==> src/rtl/ysyx_25040111_ifetch_axi_if.sv <==
// AXI4-Lite read-only instruction port: AR and R channels between the fetch master and the memory slave.
interface ysyx_25040111_ifetch_axi_if #(
  parameter int ADDR_W = 32,
  parameter int DATA_W = 32
);
  logic [ADDR_W-1:0] araddr;
  logic              arvalid;
  logic              arready;
  logic [2:0]        arprot;
  logic [DATA_W-1:0] rdata;
  logic [1:0]        rresp;
  logic              rvalid;
  logic              rready;

  modport master (
    output araddr, arvalid, arprot, rready,
    input  arready, rdata, rresp, rvalid
  );

  modport slave (
    input  araddr, arvalid, arprot, rready,
    output arready, rdata, rresp, rvalid
  );
endinterface

==> src/rtl/ysyx_25040111_ifetch_axi.sv <==
// Instruction-fetch bus master: one AXI4-Lite read per start pulse.
// Returns the word with a one-cycle if_ok strobe, flags misaligned PCs and
// bus errors, and reports the latency of the last completed fetch.
module ysyx_25040111_ifetch_axi #(
  parameter int ADDR_W = 32,
  parameter int DATA_W = 32
) (
  input  logic              clk,
  input  logic              reset,
  input  logic              start,
  input  logic [ADDR_W-1:0] pc,
  output logic [DATA_W-1:0] inst_t,
  output logic              if_ok,
  output logic              fetch_err,
  output logic [1:0]        err_cause,
  output logic              busy,
  output logic [15:0]       lat_cnt,
  ysyx_25040111_ifetch_axi_if.master bus
);

  typedef enum logic [1:0] {IDLE, ADDR, DATA, FAULT} state_t;

  state_t      state, state_nxt;
  logic [15:0] cnt;
  logic [15:0] cnt_inc;
  logic        accept, aligned, ar_hs, r_hs, r_err;

  // Unprivileged, secure, instruction access.
  assign bus.arprot = 3'b100;

  assign busy    = (state != IDLE);
  assign accept  = (state == IDLE) && start;
  assign aligned = (pc[1:0] == 2'b00);
  assign ar_hs   = (state == ADDR) && bus.arvalid && bus.arready;
  // R beats are only honoured while a read is outstanding.
  assign r_hs    = (state == DATA) && bus.rvalid && bus.rready;
  assign r_err   = bus.rresp[1];
  // The reported latency includes the completing cycle itself.
  assign cnt_inc = (cnt == 16'hFFFF) ? cnt : cnt + 16'd1;

  // State register.
  always_ff @(posedge clk) begin
    if (reset) state <= IDLE;
    else       state <= state_nxt;
  end

  // Next-state logic.
  always_comb begin
    state_nxt = state;
    case (state)
      IDLE:    if (start) state_nxt = aligned ? ADDR : FAULT;
      ADDR:    if (ar_hs) state_nxt = DATA;
      DATA:    if (r_hs)  state_nxt = IDLE;
      FAULT:   state_nxt = IDLE;
      default: state_nxt = IDLE;
    endcase
  end

  // Bus handshakes, completion outputs and the latency counter.
  always_ff @(posedge clk) begin
    if (reset) begin
      bus.araddr  <= '0;
      bus.arvalid <= 1'b0;
      bus.rready  <= 1'b0;
      inst_t      <= '0;
      if_ok       <= 1'b0;
      fetch_err   <= 1'b0;
      err_cause   <= 2'b00;
      lat_cnt     <= 16'd0;
      cnt         <= 16'd0;
    end else begin
      if_ok <= 1'b0;
      if (accept)    cnt <= 16'd1;
      else if (busy) cnt <= cnt_inc;
      case (state)
        IDLE: begin
          if (accept && aligned) begin
            bus.araddr  <= pc;
            bus.arvalid <= 1'b1;
          end
        end
        ADDR: begin
          if (ar_hs) begin
            bus.arvalid <= 1'b0;
            bus.rready  <= 1'b1;
          end
        end
        DATA: begin
          if (r_hs) begin
            bus.rready <= 1'b0;
            if_ok      <= 1'b1;
            lat_cnt    <= cnt_inc;
            // EXOKAY is treated as OKAY; SLVERR/DECERR carry their code.
            inst_t     <= r_err ? '0 : bus.rdata;
            fetch_err  <= r_err;
            err_cause  <= r_err ? bus.rresp : 2'b00;
          end
        end
        FAULT: begin
          if_ok     <= 1'b1;
          fetch_err <= 1'b1;
          err_cause <= 2'b01;
          inst_t    <= '0;
          lat_cnt   <= cnt_inc;
        end
        default: ;
      endcase
    end
  end

endmodule

==> src/flat_wrapper.sv <==
// flat-port wrapper written by rule: the top's interface ports become plain ports
module ysyx_25040111_ifetch_axi_flat 
#(
  parameter int ADDR_W = 32,
  parameter int DATA_W = 32
)
  (clk, reset, start, pc, inst_t, if_ok, fetch_err, err_cause, busy, lat_cnt, bus_araddr, bus_arvalid, bus_arprot, bus_rready, bus_arready, bus_rdata, bus_rresp, bus_rvalid);
  ysyx_25040111_ifetch_axi_if #(.ADDR_W(ADDR_W), .DATA_W(DATA_W)) bus_i ();
  input  logic clk;
  input  logic reset;
  input  logic start;
  input  logic [ADDR_W-1:0] pc;
  output logic [DATA_W-1:0] inst_t;
  output logic if_ok;
  output logic fetch_err;
  output logic [1:0] err_cause;
  output logic busy;
  output logic [15:0] lat_cnt;
  output wire logic [$bits(bus_i.araddr)-1:0] bus_araddr;
  output wire logic [$bits(bus_i.arvalid)-1:0] bus_arvalid;
  output wire logic [$bits(bus_i.arprot)-1:0] bus_arprot;
  output wire logic [$bits(bus_i.rready)-1:0] bus_rready;
  input wire logic [$bits(bus_i.arready)-1:0] bus_arready;
  input wire logic [$bits(bus_i.rdata)-1:0] bus_rdata;
  input wire logic [$bits(bus_i.rresp)-1:0] bus_rresp;
  input wire logic [$bits(bus_i.rvalid)-1:0] bus_rvalid;
  assign bus_araddr = bus_i.araddr;
  assign bus_arvalid = bus_i.arvalid;
  assign bus_arprot = bus_i.arprot;
  assign bus_rready = bus_i.rready;
  assign bus_i.arready = bus_arready;
  assign bus_i.rdata = bus_rdata;
  assign bus_i.rresp = bus_rresp;
  assign bus_i.rvalid = bus_rvalid;
  ysyx_25040111_ifetch_axi #(.ADDR_W(ADDR_W), .DATA_W(DATA_W)) u_core (.clk(clk), .reset(reset), .start(start), .pc(pc), .inst_t(inst_t), .if_ok(if_ok), .fetch_err(fetch_err), .err_cause(err_cause), .busy(busy), .lat_cnt(lat_cnt), .bus(bus_i));
endmodule
==> config.mk <==
export PLATFORM = sky130hd
export DESIGN_NAME = ysyx_25040111_ifetch_axi_flat
export DESIGN_NICKNAME = d
export VERILOG_FILES = /design/src/rtl/ysyx_25040111_ifetch_axi_if.sv /design/src/rtl/ysyx_25040111_ifetch_axi.sv /design/src/flat_wrapper.sv
export SDC_FILE = /design/constraint.sdc
export NUM_CORES = 1
export LEC_CHECK = 0
export BUFFER_PORTS_ARGS = -buffer_cell sky130_fd_sc_hd__buf_2
export CORE_ASPECT_RATIO = 2
export CORE_MARGIN = 10
export CORE_UTILIZATION = 48
export DETAILED_ROUTE_END_ITERATION = 6
export PLACE_DENSITY = 0.78
export SETUP_SLACK_MARGIN = 0.3
export SYNTH_ARGS = -nofsm -noshare
export SYNTH_HDL_FRONTEND = slang
export SYNTH_SLANG_ARGS = --single-unit
==> constraint.sdc <==
create_clock -name clk -period 3.14 [get_ports clk]
set_input_delay 0.785 -clock clk [delete_from_list [all_inputs] [get_ports clk]]
set_output_delay 0.785 -clock clk [all_outputs]
set_load 0.1 [all_outputs]
==> results of run 1 <==
power by group:
group          switching [mW]  leakage [nW]  internal, mW
clock                   0.495         0.146         0.646
sequential             0.0194         0.840          1.34
combinational           0.275          1.31        0.0827
total                   0.790          2.29          2.07
synthesized netlist by cell type (all sizes together), types with 3 or more instances:
library cell | count | area (um2)
dfxtp | 104 | 2080
o211ai | 8 | 60.1
nand2 | 80 | 300
a21oi | 54 | 270
nor2 | 50 | 188
and4 | 3 | 26.3
a22oi | 32 | 240
or3 | 6 | 37.5
o21ai | 9 | 45.0
or4 | 6 | 48.8
nor4 | 11 | 96.3
nor3 | 9 | 45.0
nand4 | 10 | 98.8
clkbuf | 30 | 113
nor3b | 5 | 37.5
o31ai | 7 | 52.6
nand3 | 9 | 45.0
inv | 5 | 18.8
and3 | 3 | 18.8
buf | 19 | 118
a211oi | 4 | 30.0
metal layers:
layer | GRT usage [%] | wire, um
met3 | 6.92 | 876
met2 | 33.3 | 6970
met1 | 17.8 | 4310
met4 | 10.1 | 554
met5 | 0 | 0
final timing paths:
kind,start,to,slack [ps],cells past startpoint
worst max register to register,u_core.cnt[0],u_core.lat_cnt[15],790,5
worst min-delay path,u_core.lat_cnt[3],u_core.lat_cnt[3],460,2
worst max-delay path,u_core.state[1],busy,720,4
worst min register to register,u_core.lat_cnt[3],u_core.lat_cnt[3],460,2
registers in the layout, summed over array words and instances (netlist names):
register	count
u_core.bus.araddr	32
u_core.bus.arvalid	1
u_core.bus.rready	1
u_core.cnt	16
u_core.err_cause	2
u_core.fetch_err	1
u_core.if_ok	1
u_core.inst_t	32
u_core.lat_cnt	16
u_core.state	2
stage by stage:
| stage | total power [mW] | hold WS (ps) |
|---|---|---|
| global placement | 1.74 | 439 |
| finish | 2.86 | 456 |
| detailed placement | 1.75 | 447 |
| floorplan | 1.65 | 505 |
| CTS | 2.88 | 457 |
| global route | 2.97 | 478 |
cell usage in the layout (no fill, tap or decap), types with 6 or more instances in the layout:
cell type	Yosys	final
nand4_1	7	7
clkbuf_16	0	9
nor4_1	8	7
nand2_1	80	80
o211ai_1	8	8
a22oi_1	32	32
nor3_1	9	9
or3_1	6	6
dfxtp_1	104	104
buf_4	5	9
nor2_1	50	49
a21oi_1	54	54
o31ai_1	7	7
o21ai_0	9	9
buf_2	10	157
nand3_1	9	9
worst max-delay path: stages, from the launching register on:
cell     delay, ps
dfxtp_1        490
nor2_1          90
buf_4          210
inv_1           90
buf_2          420
cell families (layout without fill, tap and decap cells):
family | after synthesis | count (layout) | share of synthesized area [%]
XOR/XNOR | 3 | 3 | 0.617
adder cells (fa/ha/maj) | 1 | 1 | 0.294
AO/OA/AOI/OAI | 130 | 130 | 19.5
other | 2 | 4 | 0.176
flip-flops | 104 | 104 | 48.9
AND/OR/NAND/NOR | 204 | 204 | 24.3
multiplexers | 2 | 2 | 0.470
buffers and inverters | 54 | 188 | 5.84
cell type report:
type	count	area, um2	area share, %
flip-flops and latches	104	2080	38.9
multi-input cells	343	1940	36.3
repair buffers	167	873	16.3
clock buffers	11	243	4.54
well taps	100	125	2.34
clock inverters	5	63.8	1.19
inverters	5	18.8	0.351
diodes	1	2.50	0.0468
==> flow_summary.json, run 1 <==
{
  "status": "completed",
  "fin_crit_ps": 2420,
  "post-route-util_pct": 61.9,
  "dpl.cell_count": 719,
  "synth_area_per_cell_um2": 8.52,
  "fillerInstances": 823,
  "synth_async_sr_flop_share_pct": 0,
  "ant_nets": 0,
  "syn_area_mm2": 0.00426,
  "dpl_cell_area_mm2": 0.00504,
  "syn_inst": 500,
  "vias": 4169,
  "drv_slew": 0,
  "setup_tns_ps": 0,
  "post-place-ws_ps": 852,
  "p_per_area_mw_per_mm2": 535,
  "layout-drive-gt1-share_pct": 30.6,
  "clock-sinks": 104,
  "critPathLaunchType": "flip-flop",
  "cts.htree.levels": 3,
  "tritoncts": "done",
  "tightest_slew_ps": 602,
  "cts_root_buf": "clkbuf_16",
  "worstSetupPathType": "flip-flop to primary output",
  "wirelength_um": 12700,
  "irDropWorstVdd_uv": 428,
  "num_rows": 48,
  "final-setup-viol-count": 0,
  "end_kind": "primary output",
  "leakage_nw": 2.29,
  "timing.fmax_mhz": 413,
  "die_area_mm2": 0.0133,
  "skew_ps": 7.35,
  "final_cells": 736,
  "fin_crit_sh_pct": 77.2,
  "grt_pass1_vias": 4086,
  "maxCapViolCount": 0,
  "io_buffers": 157,
  "design_area_mm2": 0.00535,
  "drc_errors": 0,
  "synth_top_flop_cell": "dfxtp_1",
  "clk_latency_ps": 350,
  "grt_max_degree": 91,
  "grt_overflow": 0,
  "synth_seq_cells": 104,
  "critPathRequiredTime_ps": 2350,
  "drt_iter0_drc": 389,
  "area_growth_pct": 25.6,
  "relSlewSlack_pct": 59.6,
  "cts.reportedPaths.clkPinSlew_ps": 70,
  "start_util_pct": 49.3,
  "gp_congestion": 0.927,
  "crit_fanout": 20,
  "synth-warning-count": 0,
  "grt_pass1_wl_um": 20200,
  "ys_seq_area_share_pct": 48.9,
  "antenna_found_initial": 1,
  "hold_viol": 0,
  "cts_buffer_depth": 2,
  "dr.pass1.iters": 5,
  "fin_nets": 702,
  "place.detailed.hpwl_um": 9460,
  "ys_types": 52,
  "hp-class": "flip-flop to flip-flop",
  "grt.total_usage_pct": 18.8,
  "boundaryPins": 161,
  "fp.dieW_um": 86.6,
  "post_drt_wl_per_cell_um": 17.3,
  "rsz0062_at_grt": "false",
  "numCtsBuffers": 9,
  "vias_per_cell": 5.66,
  "synth-edff-count": 0,
  "finalWorstSetupSlack_ps": 716,
  "core_mm2": 0.00865,
  "post_cts_resized": 0,
  "post_cts_buffers": 0,
  "arrival_ps": 1640,
  "dieHeight_um": 153,
  "cts-hold-fix-buffers": 0
}
Power figures use the tool's default switching activity.
==> run 2: changes to the inputs <==
==> constraint.sdc (replaced) <==
create_clock -name clk -period 2.46 [get_ports clk]
set_input_delay 0.615 -clock clk [delete_from_list [all_inputs] [get_ports clk]]
set_output_delay 0.615 -clock clk [all_outputs]
set_load 0.1 [all_outputs]
==> flow_summary.json, run 2 (synthesis gave the netlist of run 1 again) <==
{
  "cts_root_buf": "clkbuf_16",
  "antenna_cells": 0,
  "maxCapViolCount": 0,
  "cp_slowest_cell": "dfxtp_1",
  "skew_ps": 6.60,
  "die_area_mm2": 0.0133,
  "irDropWorstVdd_uv": 475,
  "io_buffers": 157,
  "leakage_nw": 2.31,
  "fillerInstances": 808,
  "seq_power_share_pct": 48.7,
  "end_kind": "primary output",
  "cts_buffer_depth": 2,
  "vias_per_cell": 5.63,
  "finalWorstSetupSlack_ps": 413,
  "rsz0062_at_grt": "false",
  "p_sw_share_pct": 28.6,
  "timing.fmax_mhz": 488,
  "boundaryPins": 161,
  "drc_errors": 0,
  "largest_registers": "u_core.bus.araddr (32), u_core.inst_t (32)",
  "post-place-ws_ps": 189,
  "num_rows": 48,
  "numCtsBuffers": 9,
  "grt_pass1_wl_um": 20500,
  "clock-sinks": 104,
  "dr.pass1.iters": 5,
  "hold_viol": 0,
  "status": "completed",
  "antenna_found_initial": 0,
  "ant_nets": 0,
  "core_mm2": 0.00865,
  "place.detailed.hpwl_um": 9710,
  "worstSetupPathType": "flip-flop to primary output",
  "fin_crit_ps": 2050,
  "vias": 4147,
  "relSlewSlack_pct": 57.8,
  "multi_input_area_mm2": 0.00195,
  "area_growth_pct": 26.1,
  "p_switching_mw": 1.02,
  "start_util_pct": 49.3,
  "layout-drive-gt1-share_pct": 31.2,
  "slowest_delay_ps": 500,
  "cts.htree.levels": 3,
  "tritoncts": "done",
  "fin_crit_sh_pct": 83.2,
  "seqCellArea_mm2": 0.00208,
  "crit_fanout": 10,
  "final-setup-viol-count": 0,
  "grt_max_degree": 59,
  "grt_overflow": 0,
  "mostFrequentLayoutCell": "buf_2",
  "critPathRequiredTime_ps": 1850,
  "layout_common_cells": "buf_2, dfxtp_1, nand2_1, a21oi_1, nor2_1",
  "post_drt_wl_per_cell_um": 17.5,
  "p_clk_share_pct": 38.5,
  "gp_congestion": 0.919,
  "cts.reportedPaths.clkPinSlew_ps": 70,
  "p_per_area_mw_per_mm2": 665,
  "arrival_ps": 1430,
  "tightest_slew_ps": 633,
  "setup_tns_ps": 0,
  "wirelength_um": 12900,
  "comb_power_share_pct": 12.8,
  "hp-class": "flip-flop to flip-flop",
  "cts-hold-fix-buffers": 0,
  "dieHeight_um": 153,
  "fin_nets": 704,
  "fp.dieW_um": 86.6,
  "drv_slew": 0,
  "drt_iter0_drc": 318,
  "cell_internal_pwr_mw": 2.55,
  "grt_pass1_vias": 4225,
  "clk_latency_ps": 340,
  "critPathLaunchType": "flip-flop",
  "grt.total_usage_pct": 19.0,
  "worstPathCellList": "nor2_1, inv_1, clkbuf_4"
}
==> run 2: changes by cell type in the layout (fill, tap and decap cells not counted), sizes merged <==
| cell | before | now |
|---|---|---|
| diode | 1 | 0 |
| buf | 167 | 168 |
| clkinvlp | 1 | 0 |
| bufinv | 1 | 0 |
| clkinv | 2 | 3 |
| inv | 6 | 8 |
==> run 2: power groups by stage <==
stage	Clock, mW	Sequential, mW	Combinational, mW
5_1_grt	1.45	1.74	0.490
3_3_place_gp	0	1.78	0.454
6_report	1.38	1.74	0.459
2_1_floorplan	0	1.94	0.171
4_1_cts	1.40	1.74	0.460
3_5_place_dp	0	1.78	0.459
==> run 2: worst max-delay path, delay by kind of cell, from the launching register on <==
| kind | cells | cell delay, ps |
|---|---|---|
| buffers and inverters | 2 | 460 |
| flip-flops | 1 | 500 |
| AND/OR/NAND/NOR | 1 | 120 |
==> run 2: metrics by stage <==
step / total power [mW] / util, % / cells / hold slack [ps] / cell area, um2
3_5_place_dp: 2.24 / 58.4 / 718 / 441 / 5050
4_1_cts: 3.60 / 62.0 / 737 / 451 / 5370
3_3_place_gp: 2.23 / 58.4 / 718 / 439 / 5050
2_1_floorplan: 2.11 / - / 501 / 505 / 4270
5_1_grt: 3.68 / 62.1 / 737 / 471 / 5370
6_report: 3.57 / 62.1 / 737 / 449 / 5370
==> run 2: layout make-up <==
| type | instances | area share, % |
|---|---|---|
| clock buffer | 10 | 4.45 |
| clock inverter | 6 | 0.955 |
| inverter | 5 | 0.349 |
| multi-input combinational | 343 | 36.4 |
| sequential | 104 | 38.7 |
| tap | 100 | 2.33 |
| timing repair buffer | 169 | 16.8 |
==> run 2: what timing repair did <==
item | in CTS | in global routing
buffers inserted | 3 | 0
gates resized for setup | 1 | 2
setup endpoints to repair | 4 | 2
pin swaps | 1 | 0
==> run 2: path summary, 6_finish.rpt <==
kind	startpoint	end	slack (ps)	cells past startpoint
max	u_core.state[1]	busy	410	3
min	u_core.lat_cnt[7]	u_core.lat_cnt[7]	450	2
max reg2reg	u_core.cnt[0]	u_core.cnt[13]	430	5
min reg2reg	u_core.lat_cnt[7]	u_core.lat_cnt[7]	450	2
==> run 2: metal layers <==
| metal | GRT usage (%) | share of wire [%] |
|---|---|---|
| met1 | 17.5 | 33 |
| met2 | 34.5 | 55 |
| met3 | 5.43 | 6.9 |
| met4 | 11.8 | 5.0 |
| met5 | 0 | 0 |
